[config.mk]
export PLATFORM = sky130hd
export DESIGN_NAME = uart_rx_mm
export DESIGN_NICKNAME = d
export VERILOG_FILES = /design/src/rtl/uart_rx_mm_pkg.sv /design/src/rtl/uart_rx_fifo.sv /design/src/rtl/uart_rx_mm.sv
export SDC_FILE = /design/constraint.sdc
export NUM_CORES = 1
export LEC_CHECK = 0
export ABC_AREA = 0
export BUFFER_PORTS_ARGS = -buffer_cell sky130_fd_sc_hd__buf_2
export CORE_MARGIN = 5
export CORE_UTILIZATION = 35
export DETAILED_ROUTE_END_ITERATION = 8
export GPL_TIMING_DRIVEN = 0
export SLEW_MARGIN = 10
export SYNTH_ARGS = -nofsm -noshare
export SYNTH_HDL_FRONTEND = slang
export SYNTH_SLANG_ARGS = --single-unit
[constraint.sdc]
create_clock -name sysclk -period 7.75 [get_ports sysclk]
set_input_delay 0.775 -clock sysclk [delete_from_list [all_inputs] [get_ports sysclk]]
set_output_delay 0.775 -clock sysclk [all_outputs]
set_load 0.05 [all_outputs]
[src/rtl/uart_rx_mm_pkg.sv]
// uart_rx_mm_pkg: shared addresses, FSM state encodings and status-word layout
// for the memory-mapped UART receiver.
`default_nettype none

package uart_rx_mm_pkg;

    localparam logic [31:0] UART_RX_ADDR      = 32'h1000_0010;
    localparam logic [31:0] UART_RX_STAT_ADDR = 32'h1000_0014;

    localparam int          STATE_W   = 3;
    localparam logic [2:0]  ST_IDLE   = 3'd0;
    localparam logic [2:0]  ST_START  = 3'd1;
    localparam logic [2:0]  ST_DATA   = 3'd2;
    localparam logic [2:0]  ST_PARITY = 3'd3;
    localparam logic [2:0]  ST_STOP   = 3'd4;

    localparam int STAT_VALID_BIT   = 0;
    localparam int STAT_OVERRUN_BIT = 1;
    localparam int STAT_FRAME_BIT   = 2;
    localparam int STAT_PARITY_BIT  = 3;
    localparam int STAT_COUNT_LSB   = 8;
    localparam int STAT_COUNT_MSB   = 16;

    // Assembles the word returned by a load from UART_RX_STAT_ADDR.
    function automatic logic [31:0] pack_status(
        input logic       valid,
        input logic       overrun,
        input logic       frame,
        input logic       parity,
        input logic [8:0] count
    );
        logic [31:0] s;
        s = '0;
        s[STAT_VALID_BIT]                  = valid;
        s[STAT_OVERRUN_BIT]                = overrun;
        s[STAT_FRAME_BIT]                  = frame;
        s[STAT_PARITY_BIT]                 = parity;
        s[STAT_COUNT_MSB:STAT_COUNT_LSB]   = count;
        return s;
    endfunction

endpackage

`default_nettype wire

[src/rtl/uart_rx_fifo.sv]
// uart_rx_fifo: first-word fall-through synchronous FIFO; a push into a full
// FIFO is accepted only when a pop frees the slot in the same cycle.
`default_nettype none

module uart_rx_fifo #(
    parameter int DEPTH = 16,
    parameter int WIDTH = 8
) (
    input  logic                     clk,
    input  logic                     rst_n,
    input  logic                     push,
    input  logic [WIDTH-1:0]         push_data,
    input  logic                     pop,
    output logic [WIDTH-1:0]         head,
    output logic [$clog2(DEPTH):0]   count,
    output logic                     full,
    output logic                     empty
);

    localparam int PTR_W = $clog2(DEPTH);
    localparam int CNT_W = PTR_W + 1;

    logic [WIDTH-1:0] mem_q [DEPTH];
    logic [PTR_W-1:0] wr_ptr_q, rd_ptr_q;
    logic [CNT_W-1:0] count_q;
    logic             pop_ok, push_ok;

    assign empty   = (count_q == '0);
    assign full    = (count_q == CNT_W'(DEPTH));
    assign pop_ok  = pop & ~empty;
    assign push_ok = push & (~full | pop_ok);
    assign head    = mem_q[rd_ptr_q];
    assign count   = count_q;

    always_ff @(posedge clk) begin
        if (push_ok) begin
            mem_q[wr_ptr_q] <= push_data;
        end
    end

    always_ff @(posedge clk or negedge rst_n) begin
        if (!rst_n) begin
            wr_ptr_q <= '0;
            rd_ptr_q <= '0;
            count_q  <= '0;
        end else begin
            if (push_ok) wr_ptr_q <= wr_ptr_q + PTR_W'(1);
            if (pop_ok)  rd_ptr_q <= rd_ptr_q + PTR_W'(1);
            case ({push_ok, pop_ok})
                2'b10:   count_q <= count_q + CNT_W'(1);
                2'b01:   count_q <= count_q - CNT_W'(1);
                default: count_q <= count_q;
            endcase
        end
    end

endmodule

`default_nettype wire

[src/rtl/uart_rx_mm.sv]
// uart_rx_mm: memory-mapped UART receiver (8N1, or 8E1 when UART_RX_PARITY_EN
// is defined) with a FWFT receive FIFO and sticky error flags.
`default_nettype none

module uart_rx_mm
    import uart_rx_mm_pkg::*;
#(
    parameter int CLK_FREQ   = 27000000,
    parameter int BAUD_RATE  = 115200,
    parameter int FIFO_DEPTH = 16
) (
    input  logic       sysclk,
    input  logic       nrst,
    input  logic       uart_rx,
    input  logic       rd_en,
    output logic [7:0] rd_data,
    output logic       rx_valid,
    output logic [8:0] rx_count,
    output logic       overrun_err,
    output logic       frame_err,
`ifdef UART_RX_PARITY_EN
    output logic       parity_err,
`endif
    input  logic       err_clr
);

    localparam int CLKS_PER_BIT = CLK_FREQ / BAUD_RATE;
    localparam int CNT_W        = $clog2(CLKS_PER_BIT) + 1;
    localparam logic [CNT_W-1:0] BIT_RELOAD  = CNT_W'(CLKS_PER_BIT - 1);
    localparam logic [CNT_W-1:0] HALF_RELOAD = CNT_W'(CLKS_PER_BIT / 2 - 1);

    logic                sync1_q, sync2_q, prev_q;
    logic [STATE_W-1:0]  state_q, state_d;
    logic [CNT_W-1:0]    baud_q, baud_d;
    logic [2:0]          bit_q, bit_d;
    logic [7:0]          shift_q, shift_d;
    logic                push_q, push_d;
    logic [7:0]          push_byte_q, push_byte_d;
    logic                frame_err_q, overrun_err_q;
    logic                frame_set, par_ok;
    logic                fall, tick;

    logic [7:0]                    fifo_head;
    logic [$clog2(FIFO_DEPTH):0]   fifo_count;
    logic                          fifo_full, fifo_empty;

`ifdef UART_RX_PARITY_EN
    logic par_ok_q, par_ok_d, parity_set, parity_err_q;
    assign par_ok = par_ok_q;
`else
    assign par_ok = 1'b1;
`endif

    assign fall = prev_q & ~sync2_q;
    assign tick = (baud_q == '0);

    always_comb begin
        state_d     = state_q;
        baud_d      = baud_q;
        bit_d       = bit_q;
        shift_d     = shift_q;
        push_d      = 1'b0;
        push_byte_d = push_byte_q;
        frame_set   = 1'b0;
`ifdef UART_RX_PARITY_EN
        par_ok_d    = par_ok_q;
        parity_set  = 1'b0;
`endif
        case (state_q)
            ST_IDLE: begin
                if (fall) begin
                    state_d = ST_START;
                    baud_d  = HALF_RELOAD;
                end
            end
            ST_START: begin
                if (!tick) begin
                    baud_d = baud_q - CNT_W'(1);
                end else if (sync2_q) begin
                    state_d = ST_IDLE;
                end else begin
                    state_d = ST_DATA;
                    baud_d  = BIT_RELOAD;
                    bit_d   = 3'd0;
`ifdef UART_RX_PARITY_EN
                    par_ok_d = 1'b1;
`endif
                end
            end
            ST_DATA: begin
                if (!tick) begin
                    baud_d = baud_q - CNT_W'(1);
                end else begin
                    shift_d = {sync2_q, shift_q[7:1]};
                    bit_d   = bit_q + 3'd1;
                    baud_d  = BIT_RELOAD;
                    if (bit_q == 3'd7) begin
`ifdef UART_RX_PARITY_EN
                        state_d = ST_PARITY;
`else
                        state_d = ST_STOP;
`endif
                    end
                end
            end
`ifdef UART_RX_PARITY_EN
            ST_PARITY: begin
                if (!tick) begin
                    baud_d = baud_q - CNT_W'(1);
                end else begin
                    // Even parity: data bits plus parity bit must XOR to zero.
                    if (^{shift_q, sync2_q}) begin
                        par_ok_d   = 1'b0;
                        parity_set = 1'b1;
                    end
                    state_d = ST_STOP;
                    baud_d  = BIT_RELOAD;
                end
            end
`endif
            ST_STOP: begin
                if (!tick) begin
                    baud_d = baud_q - CNT_W'(1);
                end else begin
                    state_d = ST_IDLE;
                    if (!sync2_q) begin
                        frame_set = 1'b1;
                    end else if (par_ok) begin
                        push_d      = 1'b1;
                        push_byte_d = shift_q;
                    end
                end
            end
            default: state_d = ST_IDLE;
        endcase
    end

    always_ff @(posedge sysclk or negedge nrst) begin
        if (!nrst) begin
            sync1_q       <= 1'b1;
            sync2_q       <= 1'b1;
            prev_q        <= 1'b1;
            state_q       <= ST_IDLE;
            baud_q        <= '0;
            bit_q         <= '0;
            shift_q       <= '0;
            push_q        <= 1'b0;
            push_byte_q   <= '0;
            frame_err_q   <= 1'b0;
            overrun_err_q <= 1'b0;
        end else begin
            sync1_q       <= uart_rx;
            sync2_q       <= sync1_q;
            prev_q        <= sync2_q;
            state_q       <= state_d;
            baud_q        <= baud_d;
            bit_q         <= bit_d;
            shift_q       <= shift_d;
            push_q        <= push_d;
            push_byte_q   <= push_byte_d;
            // A new error event in the same cycle as err_clr keeps the flag set.
            frame_err_q   <= frame_set | (frame_err_q & ~err_clr);
            overrun_err_q <= (push_q & fifo_full & ~rd_en) | (overrun_err_q & ~err_clr);
        end
    end

`ifdef UART_RX_PARITY_EN
    always_ff @(posedge sysclk or negedge nrst) begin
        if (!nrst) begin
            par_ok_q     <= 1'b1;
            parity_err_q <= 1'b0;
        end else begin
            par_ok_q     <= par_ok_d;
            parity_err_q <= parity_set | (parity_err_q & ~err_clr);
        end
    end
    assign parity_err = parity_err_q;
`endif

    uart_rx_fifo #(
        .DEPTH (FIFO_DEPTH),
        .WIDTH (8)
    ) u_fifo (
        .clk       (sysclk),
        .rst_n     (nrst),
        .push      (push_q),
        .push_data (push_byte_q),
        .pop       (rd_en),
        .head      (fifo_head),
        .count     (fifo_count),
        .full      (fifo_full),
        .empty     (fifo_empty)
    );

    assign rd_data     = fifo_empty ? 8'h00 : fifo_head;
    assign rx_valid    = ~fifo_empty;
    assign rx_count    = 9'(fifo_count);
    assign overrun_err = overrun_err_q;
    assign frame_err   = frame_err_q;

endmodule

`default_nettype wire

==> results.toml, run 1 <==
[run_status]
outcome = "complete, no violations"

[yosys]
synth_fa_ha_area_share_pct = 1.970
synth_area_per_cell_um2 = 15.65
syn_area_um2 = 7495
synth_cells = 479
yosysMostFrequentCell = "edfxtp_1"
synth-seq-area-share_pct = 68.03
synth_mux_area_share_pct = 13.24
synth_top_family_by_area = "multiplexers"
synth_cell_types = 55
synth_compound_area_share_pct = 5.559
synth_top_area_share_pct = 51.29
synth.yosys.warnings = 0
async_flop_share_pct = 28.09
yosysTopAreaCell = "edfxtp_1"
synthSimpleGateAreaFrac_pct = 7.863
netlist_top_cells_area = "edfxtp_1, dfrtp_1, mux4_2, mux2i_1, nand2_1"
synth_seq_cells = 178
synth_edf_count = 128
synth_ff_type = "edfxtp_1"
synth_xor_xnor_area_share_pct = 0.9349
yosys-top-cells-count = "edfxtp_1, dfrtp_1, nand2_1, mux4_2, nor2_1"

[global_route]
globalRouteMet1Util_pct = 17.53
grt_first_pass_wirelength_mm = 23.98
grtUsageTotal_pct = 12.83
use_met2_pct = 20.83
grt_max_degree = 51
overflow = 0
grt_busiest_layer = "met2"
grt_pass1_vias = 4278
grt_use_met3_pct = 2.876
antenna_found_initial = 0

[power_and_ir_drop]
power.density_nw_per_um2 = 291.5
switching_share_pct = 31.78
switchingPower_uw = 790.7
power_leakage_uw = 0.003439
power_frac_clock_pct = 33.1
power.total_uw = 2488
p_comb_share_pct = 22.1
vdd_drop_max_v = 0.0001637
internal-power_uw = 1698
seqPwrFrac_pct = 44.8

[drt]
ant_nets = 0
drc_errors = 0
drt_iter0_drc = 326
vias = 4110
routedWlPerCell_um = 18.27
drtPass1Iterations = 4
wirelength_mm = 14.78
viasPerCell = 5.080

[worst_hold_path]
min_path_type = "reg -> reg"

[setup_path]
cp_common_cell = "buf_2"
crit_path_max_incr_delay_ns = 0.55
crit_chain = "clkbuf_1 -> buf_2 -> mux4_2 -> mux2i_1 -> o22ai_1 -> buf_2"
end_kind = "output port"
crit_type = "reg -> out"
crit_arrival_ns = 2.92
cpMaxStageDelayCell = "mux4_2"
worstPathMaxFanout = 10
crit_path_start_kind = "flop"
cp_data_required_time_ns = 6.97

[floorplan]
fp-row-count = 53
core_um2 = 21020
boundaryPins = 25
fp.dieH_um = 156.3
start_util_pct = 35.65
die_area_um2 = 24440
dieWidth_um = 156.3

[cells_and_area]
drive_above_1_share_pct = 22.10
area_delta_synth_final_pct = 13.89
n_antenna_cell = 0
nNetsFinal = 537

[placed_design]
gp_congestion = 0.7553
hpwl_mm = 9.784
port_buffers = 20

[clock_tree]
cts_resized = 0
cts_tree = "done"
cts-htree-levels = 4
postCtsHoldBufs = 0
path_clk_slew_ns = 0.07
clockBufferDepth = 2
cts_root_buffer = "clkbuf_16"
clk_latency_ns = 0.43
numCtsBuffers = 17
cts_setup_buffers = 0
clock_sinks = 178

[sta]
setup_tns_ns = 0
setup-violations-final = 0
slew_headroom_pct = 22.81
fin_crit_ns = 3.693
final.setup_skew_ns = 0.01257
hold_violations = 0
hold_slack_ns = 0.3608
slew_viol_final = 0
max_slew.worst_pin.slew_ns = 1.149
rsz0062_at_grt = "false"
max_freq_mhz = 270.8
layout_worst_path_cycle_share_pct = 47.65

[flow_run]
maxCapViolations = 0
==> routing by layer <==
| metal | part of all wire [%] | up-vias |
|---|---|---|
| met1 | 45 | 2110 |
| met3 | 3.7 | 16 |
| li1 | - | 1903 |
| met2 | 50 | 81 |
| met4 | 1.2 | 0 |
| met5 | 0 | - |
==> power groups by stage <==
stage | logic, µW | clock network (µW) | registers, µW
2_1_floorplan | 387 | 0 | 1170
3_3_place_gp | 540 | 0 | 1130
3_5_place_dp | 559 | 0 | 1130
4_1_cts | 561 | 840 | 1110
5_1_grt | 608 | 887 | 1120
6_report | 550 | 824 | 1110
==> area by class of cell <==
| cell class | count | area (µm²) |
|---|---|---|
| Timing Repair Buffer | 20 | 102.6 |
| Clock buffer | 17 | 425.4 |
| Inverter | 13 | 48.80 |
| Sequential cell | 178 | 5099 |
| Fill cell | 1882 | 12490 |
| Clock inverter | 15 | 142.6 |
| Multi-Input combinational cell | 266 | 2246 |
| Buffer | 25 | 127.6 |
| Tap cell | 275 | 344.1 |
==> layout by cell type (no fill, tap or decap), types with 4 or more instances in the layout <==
cell type and n:
a21oi_1 12, buf_2 22, buf_4 5, clkbuf_1 14, clkbuf_16 17, conb_1 4
dfrtp_1 47, edfxtp_1 128, ha_1 11, inv_1 12, inv_6 4, mux2_2 9
mux2i_1 17, mux4_2 32, nand2_1 42, nand2b_1 11, nand3_1 5, nor2_1 28
nor3_1 7, o21ai_0 17, o22ai_1 12, or3_1 4, xnor2_1 6
==> sequential cells by signal, summed over array words and instances (netlist names) <==
register         count
baud_q               9
bit_q                3
frame_err            1
overrun_err          1
prev_q               1
push_byte_q          8
push_q               1
shift_q              8
state_q              3
sync1_q              1
sync2_q              1
u_fifo.count         5
u_fifo.mem_q       128
u_fifo.rd_ptr_q      4
u_fifo.wr_ptr_q      4
==> metrics by stage <==
step	std cells	instance area (µm²)	setup WS [ns]	utilization, %
global route	809	8536	3.850	40.60
global placement	777	7950	4.238	37.82
CTS	809	8518	3.999	40.52
detailed placement	777	7950	4.128	37.82
finish	809	8536	4.057	40.60
floorplan	482	7506	4.598	-
==> critical path: cells and delay by family (launching register included) <==
| family | cells | cell delay, ns |
|---|---|---|
| buffers and inverters | 3 | 1.11 |
| multiplexers | 2 | 0.83 |
| flip-flops | 1 | 0.35 |
| AO/OA/AOI/OAI | 1 | 0.17 |
==> worst paths after layout <==
check                                   startpoint               to  slack [ns]  depth (start not counted)
worst max-delay path            u_fifo.rd_ptr_q[0]       rd_data[0]        4.06                          6
worst min-delay path                       sync1_q          sync2_q        0.36                          0
worst max register to register     u_fifo.count[0]  u_fifo.count[4]        4.66                         11
worst min register to register             sync1_q          sync2_q        0.36                          0
max in group asynchronous                     nrst   push_byte_q[0]        6.92                          1
min in group asynchronous                     nrst        baud_q[8]        0.37                          1
==> kinds of logic (layout without fill, tap and decap cells) <==
family,after synthesis,count (layout)
buf+inv,38,90
simple gates,119,119
mux,58,58
fa+ha+maj,12,12
flops,178,178
xor+xnor,8,8
other cells,1,4
compound gates,65,65
No activity file was read; power rests on OpenSTA's default activity.
==> run 2: changes to the inputs <==
clock period = 3.11 ns   (was 7.75 ns; I/O delays follow)
==> results.toml, run 2 (synthesized netlist as in run 1, its figures left out) <==
[setup_path]
cp_data_required_time_ns = 2.80
crit_type = "reg -> out"
crit_arrival_ns = 2.59
crit_path_start_kind = "flop"
end_kind = "output port"
worstPathMaxFanout = 10

[clock_tree]
path_clk_slew_ns = 0.07
cts-htree-levels = 4
clk_latency_ns = 0.43
cts_tree = "done"
cts_root_buffer = "clkbuf_16"
clockBufferDepth = 2
clock_sinks = 178
cts_setup_buffers = 0
numCtsBuffers = 17

[global_route]
grt_max_degree = 51
globalRouteMet1Util_pct = 17.51
use_met2_pct = 20.85
grt_first_pass_wirelength_mm = 24.00
overflow = 0
grtUsageTotal_pct = 12.83
grt_busiest_layer = "met2"
grt_pass1_vias = 4286
antenna_found_initial = 0
grt_use_met3_pct = 2.876

[power_and_ir_drop]
power.density_nw_per_um2 = 727.1
power.total_uw = 6242
vdd_drop_max_v = 0.0004077
power_leakage_uw = 0.003466

[sta]
slew_headroom_pct = 23.04
max_slew.worst_pin.slew_ns = 1.146
rsz0062_at_grt = "false"
hold_violations = 0
slew_viol_final = 0
max_freq_mhz = 345.3
layout_worst_path_cycle_share_pct = 93.12
fin_crit_ns = 2.896
setup-violations-final = 0
final.setup_skew_ns = 0.01342

[floorplan]
fp-row-count = 53
die_area_um2 = 24440
core_um2 = 21020
dieWidth_um = 156.3
boundaryPins = 25
start_util_pct = 35.65
fp.dieH_um = 156.3

[worst_hold_path]
min_path_type = "in -> reg"

[cells_and_area]
layout_commonest_cell = "edfxtp_1"
nNetsFinal = 539
regMostFlops = "u_fifo.mem_q"
design_area_um2 = 8584
drive_above_1_share_pct = 23.32
ff_latch_area_um2 = 5099
area_delta_synth_final_pct = 14.54
top_regs = "u_fifo.mem_q: 128 flops, baud_q: 9 flops"
final_cells = 811
layout_common_cells = "edfxtp_1, dfrtp_1, nand2_1"
fillers = 1874
largest_register_ffs = 128
n_antenna_cell = 0
final_util_pct = 40.84
multiInputGateArea_um2 = 2261

[drt]
drc_errors = 0
viasPerCell = 5.084
wirelength_mm = 14.79
routedWlPerCell_um = 18.23
drtPass1Iterations = 4
drt_iter0_drc = 305
ant_nets = 0
vias = 4123

[placed_design]
hpwl_mm = 9.784
post_dp_cell_area_um2 = 7950
port_buffers = 20
gp_congestion = 0.7553
dp.cells = 777

[run_status]
outcome = "complete, no violations"

[flow_run]
maxCapViolations = 0
run 2: cell count changes in the layout (fill, tap and decap cells not counted), moves of 2 or more:
cell | before | now
clkbuf_4 | 0 | 2
clkbuf_1 | 14 | 9
dlygate4sd3_1 | 0 | 2
clkbuf_2 | 0 | 5
buf_2 | 22 | 19
run 2: where the power goes:
group / leakage (µW) / switching, µW / internal, µW
combinational: 0.00107 / 846 / 559
clock: 0.000272 / 990 / 1060
sequential: 0.00212 / 151 / 2640
total: 0.00347 / 1990 / 4250
run 2: path summary, 6_finish.rpt:
kind	from	slack, ns	cells after the start	endpoint
worst max-delay path	u_fifo.rd_ptr_q[1]	0.21	6	rd_data[0]
worst min-delay path	err_clr	0.09	2	frame_err
worst max register to register	u_fifo.count[1]	0.26	11	u_fifo.count[4]
worst min register to register	sync1_q	0.36	0	sync2_q
max in group asynchronous	nrst	2.19	2	push_byte_q[4]
min in group asynchronous	nrst	0.45	2	baud_q[8]
run 2: worst max-delay path, cell delays in order, from the launching register on:
cell and delay (ns):
dfrtp_1 0.35, clkbuf_1 0.37, clkbuf_2 0.40, mux4_2 0.36
mux2i_1 0.27, o22ai_1 0.17, buf_2 0.24
run 2: cell type report:
type                    instances  share of cell area, %
repair buffers                 22                  1.428
clock buffers                  17                  4.956
clock inverters                15                  1.662
multi-input cells             266                  26.34
plain buffers                  25                  1.647
well taps                     275                  4.008
flip-flops and latches        178                  59.39
inverters                      13                 0.5684
run 2: metrics by stage:
step / setup slack, ns / hold WS (ns) / setup TNS, ns
floorplan: 0.1500 / 0.01541 / 0
global placement: 0.06248 / 0.3499 / 0
detailed placement: -0.04828 / 0.3516 / -0.3831
CTS: 0.04612 / 0.06403 / 0
global route: 0.01963 / 0.09417 / 0
finish: 0.2139 / 0.08635 / 0
run 2: routing by layer:
layer  part of all wire [%]  vias up
li1                       -     1911
met3                    4.1       21
met5                      0        -
met1                     45     2107
met4                    1.4        0
met2                     50       84
run 2: timing repair:
item | in CTS | in global routing
resized for setup | 5 | 7
hold endpoints to repair | 1 | 47
hold buffers | 1 | 1
pin swaps | 0 | 1
endpoints found under the setup margin | 8 | 10
